$ cat src/rtl/fetch_unit_pkg.sv
// Shared definitions for the instruction-fetch front end: FSM encoding,
// fetch-buffer entry layout and PC helpers.
package fetch_unit_pkg;

  localparam logic [1:0] ST_IDLE = 2'd0;
  localparam logic [1:0] ST_REQ  = 2'd1;
  localparam logic [1:0] ST_WAIT = 2'd2;
  localparam logic [1:0] ST_HOLD = 2'd3;

  typedef enum logic [1:0] {
    IDLE = ST_IDLE,
    REQ  = ST_REQ,
    WAIT = ST_WAIT,
    HOLD = ST_HOLD
  } fetch_state_e;

  localparam logic [31:0] NOP              = 32'h0000_0000;
  localparam logic [31:0] DEFAULT_RESET_PC = 32'h0000_0000;

  typedef struct packed {
    logic [31:0] pc;
    logic [31:0] instr;
  } fetch_entry_t;

  // Redirect targets are word aligned; low two bits are ignored.
  function automatic logic [31:0] align_word(input logic [31:0] addr);
    return addr & 32'hFFFF_FFFC;
  endfunction

endpackage

$ cat src/rtl/fetch_skid_buf.sv
// Registered fetch buffer feeding IF/ID plus a one-entry skid that absorbs a
// response arriving while the buffer is full and stalled.
module fetch_skid_buf
  import fetch_unit_pkg::*;
(
  input  logic         clk_i,
  input  logic         rst_i,
  input  logic         fill,
  input  fetch_entry_t fill_data,
  input  logic         consume,
  input  logic         kill,
  output logic         valid,
  output logic [31:0]  pc,
  output logic [31:0]  instr,
  output logic         skid_full
);

  fetch_entry_t buf_r;
  fetch_entry_t skid_r;
  logic         valid_r;
  logic         skid_full_r;

  // Buffer/skid update; kill wins over everything, then fill, then draining the skid.
  always_ff @(posedge clk_i or negedge rst_i) begin
    if (!rst_i) begin
      buf_r       <= '{pc: 32'h0000_0000, instr: NOP};
      skid_r      <= '{pc: 32'h0000_0000, instr: NOP};
      valid_r     <= 1'b0;
      skid_full_r <= 1'b0;
    end else if (kill) begin
      buf_r.instr <= NOP;
      valid_r     <= 1'b0;
      skid_full_r <= 1'b0;
    end else if (fill && (!valid_r || consume)) begin
      buf_r   <= fill_data;
      valid_r <= 1'b1;
    end else if (fill) begin
      skid_r      <= fill_data;
      skid_full_r <= 1'b1;
    end else if (consume && skid_full_r) begin
      buf_r       <= skid_r;
      valid_r     <= 1'b1;
      skid_full_r <= 1'b0;
    end else if (consume) begin
      // PC is left as-is so IF/ID still sees the last fetched address.
      buf_r.instr <= NOP;
      valid_r     <= 1'b0;
    end
  end

  assign valid     = valid_r;
  assign pc        = buf_r.pc;
  assign instr     = buf_r.instr;
  assign skid_full = skid_full_r;

endmodule

$ cat src/rtl/fetch_unit.sv
// Instruction-fetch front end: PC, single-outstanding imem request FSM, branch
// redirect with wrong-path response kill, and the IF/ID-facing fetch buffer.
module fetch_unit
  import fetch_unit_pkg::*;
#(
  parameter logic [31:0] RESET_PC = DEFAULT_RESET_PC
) (
  input  logic        clk_i,
  input  logic        rst_i,
  input  logic        Stall_i,
  input  logic        Branch_i,
  input  logic [31:0] BranchTarget_i,
  output logic        imem_req_o,
  output logic [31:0] imem_addr_o,
  input  logic        imem_gnt_i,
  input  logic        imem_rvalid_i,
  input  logic [31:0] imem_rdata_i,
  output logic [31:0] PC_o,
  output logic [31:0] instr_o,
  output logic        valid_o,
  output logic        Flush_o
);

  fetch_state_e state_r, state_s;
  logic [31:0]  pc_r, pc_s;
  logic [31:0]  req_pc_r, req_pc_s;
  logic         drop_r, drop_s;
  logic         req_r, req_s;
  logic [31:0]  addr_r, addr_s;
  logic         fill_s;
  logic         buf_valid_s;
  logic         skid_full_s;
  logic [31:0]  target_s;
  fetch_entry_t fill_data_s;

  assign target_s    = align_word(BranchTarget_i);
  assign fill_data_s = '{pc: req_pc_r, instr: imem_rdata_i};

  // Next-state, next-PC and drop-flag logic; a redirect overrides stall and fill.
  always_comb begin
    state_s  = state_r;
    pc_s     = pc_r;
    req_pc_s = req_pc_r;
    drop_s   = drop_r;
    fill_s   = 1'b0;
    case (state_r)
      IDLE: begin
        state_s = REQ;
        if (Branch_i) pc_s = target_s;
        else          pc_s = pc_r;
      end
      REQ: begin
        if (imem_gnt_i) begin
          state_s  = WAIT;
          req_pc_s = pc_r;
          // A redirect on the grant edge makes this request wrong-path.
          drop_s   = Branch_i;
        end else begin
          state_s = REQ;
        end
        if (Branch_i) pc_s = target_s;
        else          pc_s = pc_r;
      end
      WAIT: begin
        if (Branch_i) begin
          pc_s = target_s;
          if (imem_rvalid_i) begin
            state_s = REQ;
            drop_s  = 1'b0;
          end else begin
            drop_s  = 1'b1;
          end
        end else if (imem_rvalid_i) begin
          if (drop_r) begin
            drop_s  = 1'b0;
            state_s = REQ;
          end else begin
            pc_s   = req_pc_r + 32'd4;
            fill_s = 1'b1;
            if (!buf_valid_s || !Stall_i) state_s = REQ;
            else                          state_s = HOLD;
          end
        end else begin
          state_s = WAIT;
        end
      end
      HOLD: begin
        if (Branch_i) begin
          pc_s    = target_s;
          state_s = REQ;
        end else if (!Stall_i) begin
          state_s = REQ;
        end else begin
          state_s = HOLD;
        end
      end
      default: begin
        state_s = IDLE;
      end
    endcase
    req_s = (state_s == REQ);
    if (req_s) addr_s = pc_s;
    else       addr_s = 32'h0000_0000;
  end

  // FSM, PC and request-port registers.
  always_ff @(posedge clk_i or negedge rst_i) begin
    if (!rst_i) begin
      state_r  <= IDLE;
      pc_r     <= RESET_PC;
      req_pc_r <= 32'h0000_0000;
      drop_r   <= 1'b0;
      req_r    <= 1'b0;
      addr_r   <= 32'h0000_0000;
    end else begin
      state_r  <= state_s;
      pc_r     <= pc_s;
      req_pc_r <= req_pc_s;
      drop_r   <= drop_s;
      req_r    <= req_s;
      addr_r   <= addr_s;
    end
  end

  fetch_skid_buf u_skid_buf (
    .clk_i     (clk_i),
    .rst_i     (rst_i),
    .fill      (fill_s),
    .fill_data (fill_data_s),
    .consume   (!Stall_i),
    .kill      (Branch_i),
    .valid     (buf_valid_s),
    .pc        (PC_o),
    .instr     (instr_o),
    .skid_full (skid_full_s)
  );

  assign valid_o     = buf_valid_s;
  assign imem_req_o  = req_r;
  assign imem_addr_o = addr_r;
  assign Flush_o     = Branch_i;

endmodule

$ cat config.mk
export PLATFORM = sky130hd
export DESIGN_NAME = fetch_unit
export DESIGN_NICKNAME = d
export VERILOG_FILES = /design/src/rtl/fetch_unit_pkg.sv /design/src/rtl/fetch_skid_buf.sv /design/src/rtl/fetch_unit.sv
export SDC_FILE = /design/constraint.sdc
export NUM_CORES = 1
export LEC_CHECK = 0
export BUFFER_PORTS_ARGS = -buffer_cell sky130_fd_sc_hd__buf_2
export CAP_MARGIN = 20
export CORE_ASPECT_RATIO = 2
export CORE_UTILIZATION = 49
export DETAILED_ROUTE_END_ITERATION = 6
export PLACE_DENSITY_LB_ADDON = 0.25
export SYNTH_ARGS = -nofsm -noshare
export SYNTH_HDL_FRONTEND = slang
export SYNTH_SLANG_ARGS = --single-unit
$ cat constraint.sdc
create_clock -name clk_i -period 2.48 [get_ports clk_i]
set_input_delay 0 -clock clk_i [delete_from_list [all_inputs] [get_ports clk_i]]
set_output_delay 0 -clock clk_i [all_outputs]
set_load 0.01 [all_outputs]
Yosys cells after proc, flatten, opt, wreduce, memory -nomap -nowiden
Index checks and enable logic that the tools add are counted.
{"block": "classes", "add_sub_neg": 1, "eq_ne": 10, "mux": 39, "bitwise": 2, "reduce_logical": 16}
{"operator": "$mux W32", "count": 9}
{"operator": "$mux W64", "count": 2}
{"operator": "$pmux W32 S2", "count": 1}
{"operator": "$add A32 B3 Y32 const B", "count": 1}
{"operator": "$mux W1", "count": 17}
{"operator": "$mux W2", "count": 8}
{"operator": "$reduce_and A3 Y1", "count": 3}
{"operator": "$pmux W2 S4", "count": 1}
{"operator": "$ne A2 B2 Y1 const B", "count": 3}
{"operator": "$ne A3 B3 Y1 const B", "count": 2}
{"operator": "$reduce_and A2 Y1", "count": 3}
{"operator": "$eq A2 B1 Y1 const B", "count": 2}
{"operator": "$eq A2 B2 Y1 const B", "count": 2}
{"operator": "$ne A4 B1 Y1 const B", "count": 1}
{"operator": "$reduce_bool A2 Y1", "count": 2}
{"operator": "$reduce_bool A3 Y1", "count": 1}
{"operator": "$reduce_or A3 Y1", "count": 1}
{"operator": "$logic_and A1 B1 Y1", "count": 2}
{"operator": "$logic_not A1 Y1", "count": 2}
{"operator": "$logic_not A2 Y1", "count": 1}
{"operator": "$not A1 Y1", "count": 2}
{"operator": "$pmux W1 S2", "count": 1}
{"operator": "$logic_or A1 B1 Y1", "count": 1}
{"block": "totals", "reg_bits": 230, "input_bits": 70, "out_inout_bits": 99}

Longest topological paths before layout
{"block": "logic_depth", "depth_word": 9, "ltp_mapped": 7}

By module
From an unflattened synthesis, not the netlist that was laid out.
{"block": "unflattened", "cells_unflattened": 812, "area_unflattened_um2": 9978.3}
{"module": "fetch_skid_buf", "instances": 1, "cells_per_inst": 394, "area_per_inst_um2": 5325.1, "seq_area_each_um2": 3253.1}
{"module": "fetch_unit", "instances": 1, "cells_per_inst": 418, "area_per_inst_um2": 4653.2, "seq_area_each_um2": 2502.4}

Worst setup path before layout
No wires, ideal clock.
{"block": "synth_path", "path_kind": "reg-to-reg", "from": "reg state_r[0]", "to": "reg u_skid_buf.skid_r[0] (netlist bit)", "setup_ns": 0.125, "arrival_time_ns": 1.829, "t_required_ns": 2.355, "setup_slack_ns": 0.526, "path_stages_with_launch": 7, "path_buffers": 2, "synth_period_minus_slack_ns": 1.954, "path_cell_list": "dfrtp_1 -> nor4bb_1 -> buf_2 -> nand2b_1 -> nor2_2 -> buf_2 -> mux2_2"}
{"block": "synth_via", "elab_chain_len": 5}
{"element": "start, declared", "line": "fetch_unit.sv:24", "text": "fetch_state_e state_r, state_s;"}
{"element": "start signal, assigned", "line": "fetch_unit.sv:116", "text": "state_r <= state_s;"}
{"element": "$eq A2 B2 Y1 (*)", "line": "fetch_unit.sv:46", "text": "case (state_r)"}
{"element": "$mux W1 (*)", "line": "fetch_unit.sv:46"}
{"element": "$logic_and A1 B1 Y1", "line": "fetch_skid_buf.sv:34", "text": "end else if (fill && (!valid_r || consume)) begin"}
{"element": "$not A1 Y1 (no line)"}
{"element": "$reduce_and A3 Y1 (no line) (*)"}
{"element": "end signal, assigned", "line": "fetch_skid_buf.sv:27", "text": "skid_r <= '{pc: 32'h0000_0000, instr: NOP};"}
{"element": "end signal, assigned", "line": "fetch_skid_buf.sv:38", "text": "skid_r <= fill_data;"}
{"element": "end, declared", "line": "fetch_skid_buf.sv:19", "text": "fetch_entry_t skid_r;"}
Every way passes the cells marked *; elsewhere a longest branch is shown, timed or not.
A chain may end at the register's enable or synchronous reset.

Worst setup path in the final report
{"block": "layout_path", "from": "reg req_pc_r[2]", "to": "reg addr_r[24], in the netlist imem_addr_o[24]"}
{"block": "layout_via", "elab_chain_len": 6}
{"element": "start, declared", "line": "fetch_unit.sv:26", "text": "logic [31:0] req_pc_r, req_pc_s;"}
{"element": "start signal, assigned", "line": "fetch_unit.sv:118", "text": "req_pc_r <= req_pc_s;"}
{"element": "$add A32 B3 Y32", "line": "fetch_unit.sv:78", "text": "pc_s = req_pc_r + 32'd4;"}
{"element": "$mux W32", "line": "fetch_unit.sv:74", "text": "if (drop_r) begin"}
{"element": "$mux W32", "line": "fetch_unit.sv:73", "text": "end else if (imem_rvalid_i) begin"}
{"element": "$mux W32", "line": "fetch_unit.sv:65", "text": "if (Branch_i) begin"}
{"element": "$pmux W32 S2", "line": "fetch_unit.sv:46"}
{"element": "$mux W32", "line": "fetch_unit.sv:102", "text": "if (req_s) addr_s = pc_s;"}
{"element": "net addr_s[24]", "line": "fetch_unit.sv:29", "text": "logic [31:0] addr_r, addr_s;"}
{"element": "end signal, assigned", "line": "fetch_unit.sv:121", "text": "addr_r <= addr_s;"}
{"element": "end, declared", "line": "fetch_unit.sv:29"}
The timed path passes the listed nets, and every way through them passes these cells.

==> impl_metrics.ini <==
[setup_path]
regToRegSetupSlack_ps = 210
crit_start = req_pc_r[2]
crit_path_end = imem_addr_o[24]
timing.rr.end = imem_addr_o[24]
crit_path_start_kind = flop
cp_common_cell = nand3_1
crit_path_cell_trace = ha_1 > nand3_1 > or3_1 > or4_1 > nand3_1 > and3_1
cp_max_fo = 7
critical_path_required_ps = 2930
critical_path.max_stage_delay_ps = 490
cp-end-kind = flop
rr_startpoint = req_pc_r[2]
reg2reg_depth = 6
slowest_stage = or4_1
crit_arrival_ps = 2720
critPathKind = flop to flop

[final_layout]
layout_commonest_cell = dfrtp_1
nFillCells = 1692
final_nets = 1189
antennaDiodeCount = 0
final_cell_mix = dfrtp_1 (230), buf_2 (164), mux2_2 (96)
syn_to_final_growth_pct = 27.2
drive_gt1_share_pct = 30.7

[timing]
rsz0062_at_grt = no
fmax_mhz = 440
hold_violations = 0
finalClockSkew_ps = 11.6
fin_ws_ps = 205
fin_crit_sh_pct = 91.7
setup_viol = 0
tightest_slew_ps = 650
finalSetupTns_ps = 0
post-route-min-period_ps = 2270
slew_headroom_pct = 56.2
drv_slew = 0

[power_and_ir_drop]
power_uw = 11800
p_leak_uw = 0.00607
powerDensity_nw_per_um2 = 913
irDropWorstVdd_v = 0.000590

[clocking]
cts_tree = done
clock_latency_ps = 510
cts.reportedPaths.clkPinSlew_ps = 70
cts_htree_levels = 1
post_cts_buffers = 0
cts-root-buf = clkbuf_16
numCtsBuffers = 22
clock-sinks = 230
cts.path.max_buffers = 3
post_cts_resize_count = 0

[place]
hpwl_um = 17500
dp_slack_ps = 235
gp_congestion = 0.797
numPortBuffers = 166

[floorplan]
die_h_um = 206
core_um2 = 20400
row_count = 74
boundaryPins = 169
dieArea_um2 = 21400
fp.dieW_um = 104
start_util_pct = 50.0

[synth]
seq_area_frac_synth_pct = 56.5
synthDistinctLibCells = 54
syn_avg_cell_area_um2 = 11.4
syn_area_um2 = 10200
synth_edf_count = 0
syn-instance-count = 893
synth_top_area_share_pct = 56.5
postSynth.asyncResetShare_pct = 100
synth_top_area_cell = dfrtp_1
synthFlopType = dfrtp_1
synth_warnings = 0
synth_nets = 964
synthTopCellsByArea = dfrtp_1 (57%), mux2_2 (11%), mux2i_1 (4.0%)
synth-seq-cells = 230

[routing]
firstDrtPassIters = 4
viasPerCell = 5.68
antenna_left = 0
vias = 7947
post-route-drc-count = 0
drt_wl_total_um = 26800
drtIter0Drc = 308
post_drt_wl_per_cell_um = 19.1

[global_route]
grt_pass1_vias = 8365
grt_pass1_wl_um = 43100
grt.overflow.total = 0
antenna_found_initial = 0
grt_max_degree = 83
grt_use_total_pct = 25.5

[run]
cap_viol_max_count = 0

[outcome]
status = finished, final reports clean

[min_path]
hold_path_class = input port to asynchronous set/reset pin
==> metrics by stage <==
step                      area, um2  util, %  cells  hold slack [ps]
after floorplan               10200        -    893             -296
after global placement        11500     56.3   1293             41.6
after detailed placement      11500     56.3   1293             39.9
after CTS                     12900     63.6   1400             73.5
after global routing          12900     63.6   1400              134
final                         12900     63.6   1400             72.5
==> layout make-up <==
cell class	instances	area (um2)	share of cell area, %
Multi-Input combinational cell	589	4170	32.2
Tap cell	266	333	2.57
Sequential cell	230	5760	44.5
Inverter	4	15.0	0.116
Clock buffer	26	587	4.53
Timing Repair Buffer	271	1870	14.5
Clock inverter	14	213	1.64
==> state kept, by name (all words and copies together), names as in the netlist, 2 cells and up <==
signal             count
imem_addr_o           32
pc_r                  32
req_pc_r              32
state_r                2
u_skid_buf.instr      32
u_skid_buf.pc         32
u_skid_buf.skid_r     64
==> layer usage <==
| metal | part of all wire (%) | global-route usage (%) | vias up | routed length (um) |
|---|---|---|---|---|
| li1 | - | - | 3693 | - |
| met1 | 37 | 27.7 | 3993 | 10000 |
| met2 | 55 | 48.9 | 215 | 14800 |
| met3 | 4.3 | 3.61 | 46 | 1150 |
| met4 | 3.1 | 10.7 | 0 | 823 |
| met5 | 0 | 0 | - | 0 |
==> where the power goes <==
group          switching, uW  leakage, uW  internal (uW)  total (uW)
Sequential               677      0.00302           4500        5180
Combinational           1580      0.00267           1350        2920
Clock                   1490     0.000379           2230        3720
Total                   3740      0.00607           8080       11800
==> Yosys cell counts (5+ instances only) <==
master and number:
o21ai_0 47, nor2_1 53, nor2b_1 10, nor4_1 7, a21oi_1 51, dfrtp_1 230
nor3_1 8, and2_1 16, nand2_1 68, a221oi_1 9, mux2i_1 41, clkbuf_1 47
buf_2 15, xnor2_1 12, mux2_2 96, a31oi_1 37, nand4_1 8, a211oi_1 5
and3_1 5, nand3_1 19, a22oi_1 10, and4_1 35
==> worst min-delay path by stage <==
stage          startpoint  cells past startpoint           endpoint  slack (ps)
2_1_floorplan       rst_i                      0             drop_r        -300
3_3_place_gp        rst_i                      1    imem_addr_o[17]          40
3_5_place_dp        rst_i                      1  u_skid_buf.pc[19]          40
4_1_cts        imem_gnt_i                      5    imem_addr_o[23]          70
5_1_grt             rst_i                      2  u_skid_buf.pc[19]         130
6_report            rst_i                      2  u_skid_buf.pc[19]          70
==> cells by family after synthesis <==
logic type | share of synthesized area (%)
multiplexers | 14.7
adder cells (fa/ha/maj) | 0.123
flip-flops | 56.5
XOR/XNOR | 1.38
AO/OA/AOI/OAI | 10.8
buffers and inverters | 2.99
AND/OR/NAND/NOR | 13.6
==> what timing repair did <==
item | in CTS | in global routing
hold buffers | 67 | 0
hold endpoints to repair | 304 | 0
endpoints found under the setup margin | 0 | 0
==> worst max-delay path, delay by kind of cell, from the launching register on <==
family                   cells  cell delay [ps]
AND/OR/NAND/NOR              5             1490
flip-flops                   1              440
adder cells (fa/ha/maj)      1              280
Note: power is estimated with default switching activity, not from simulation.
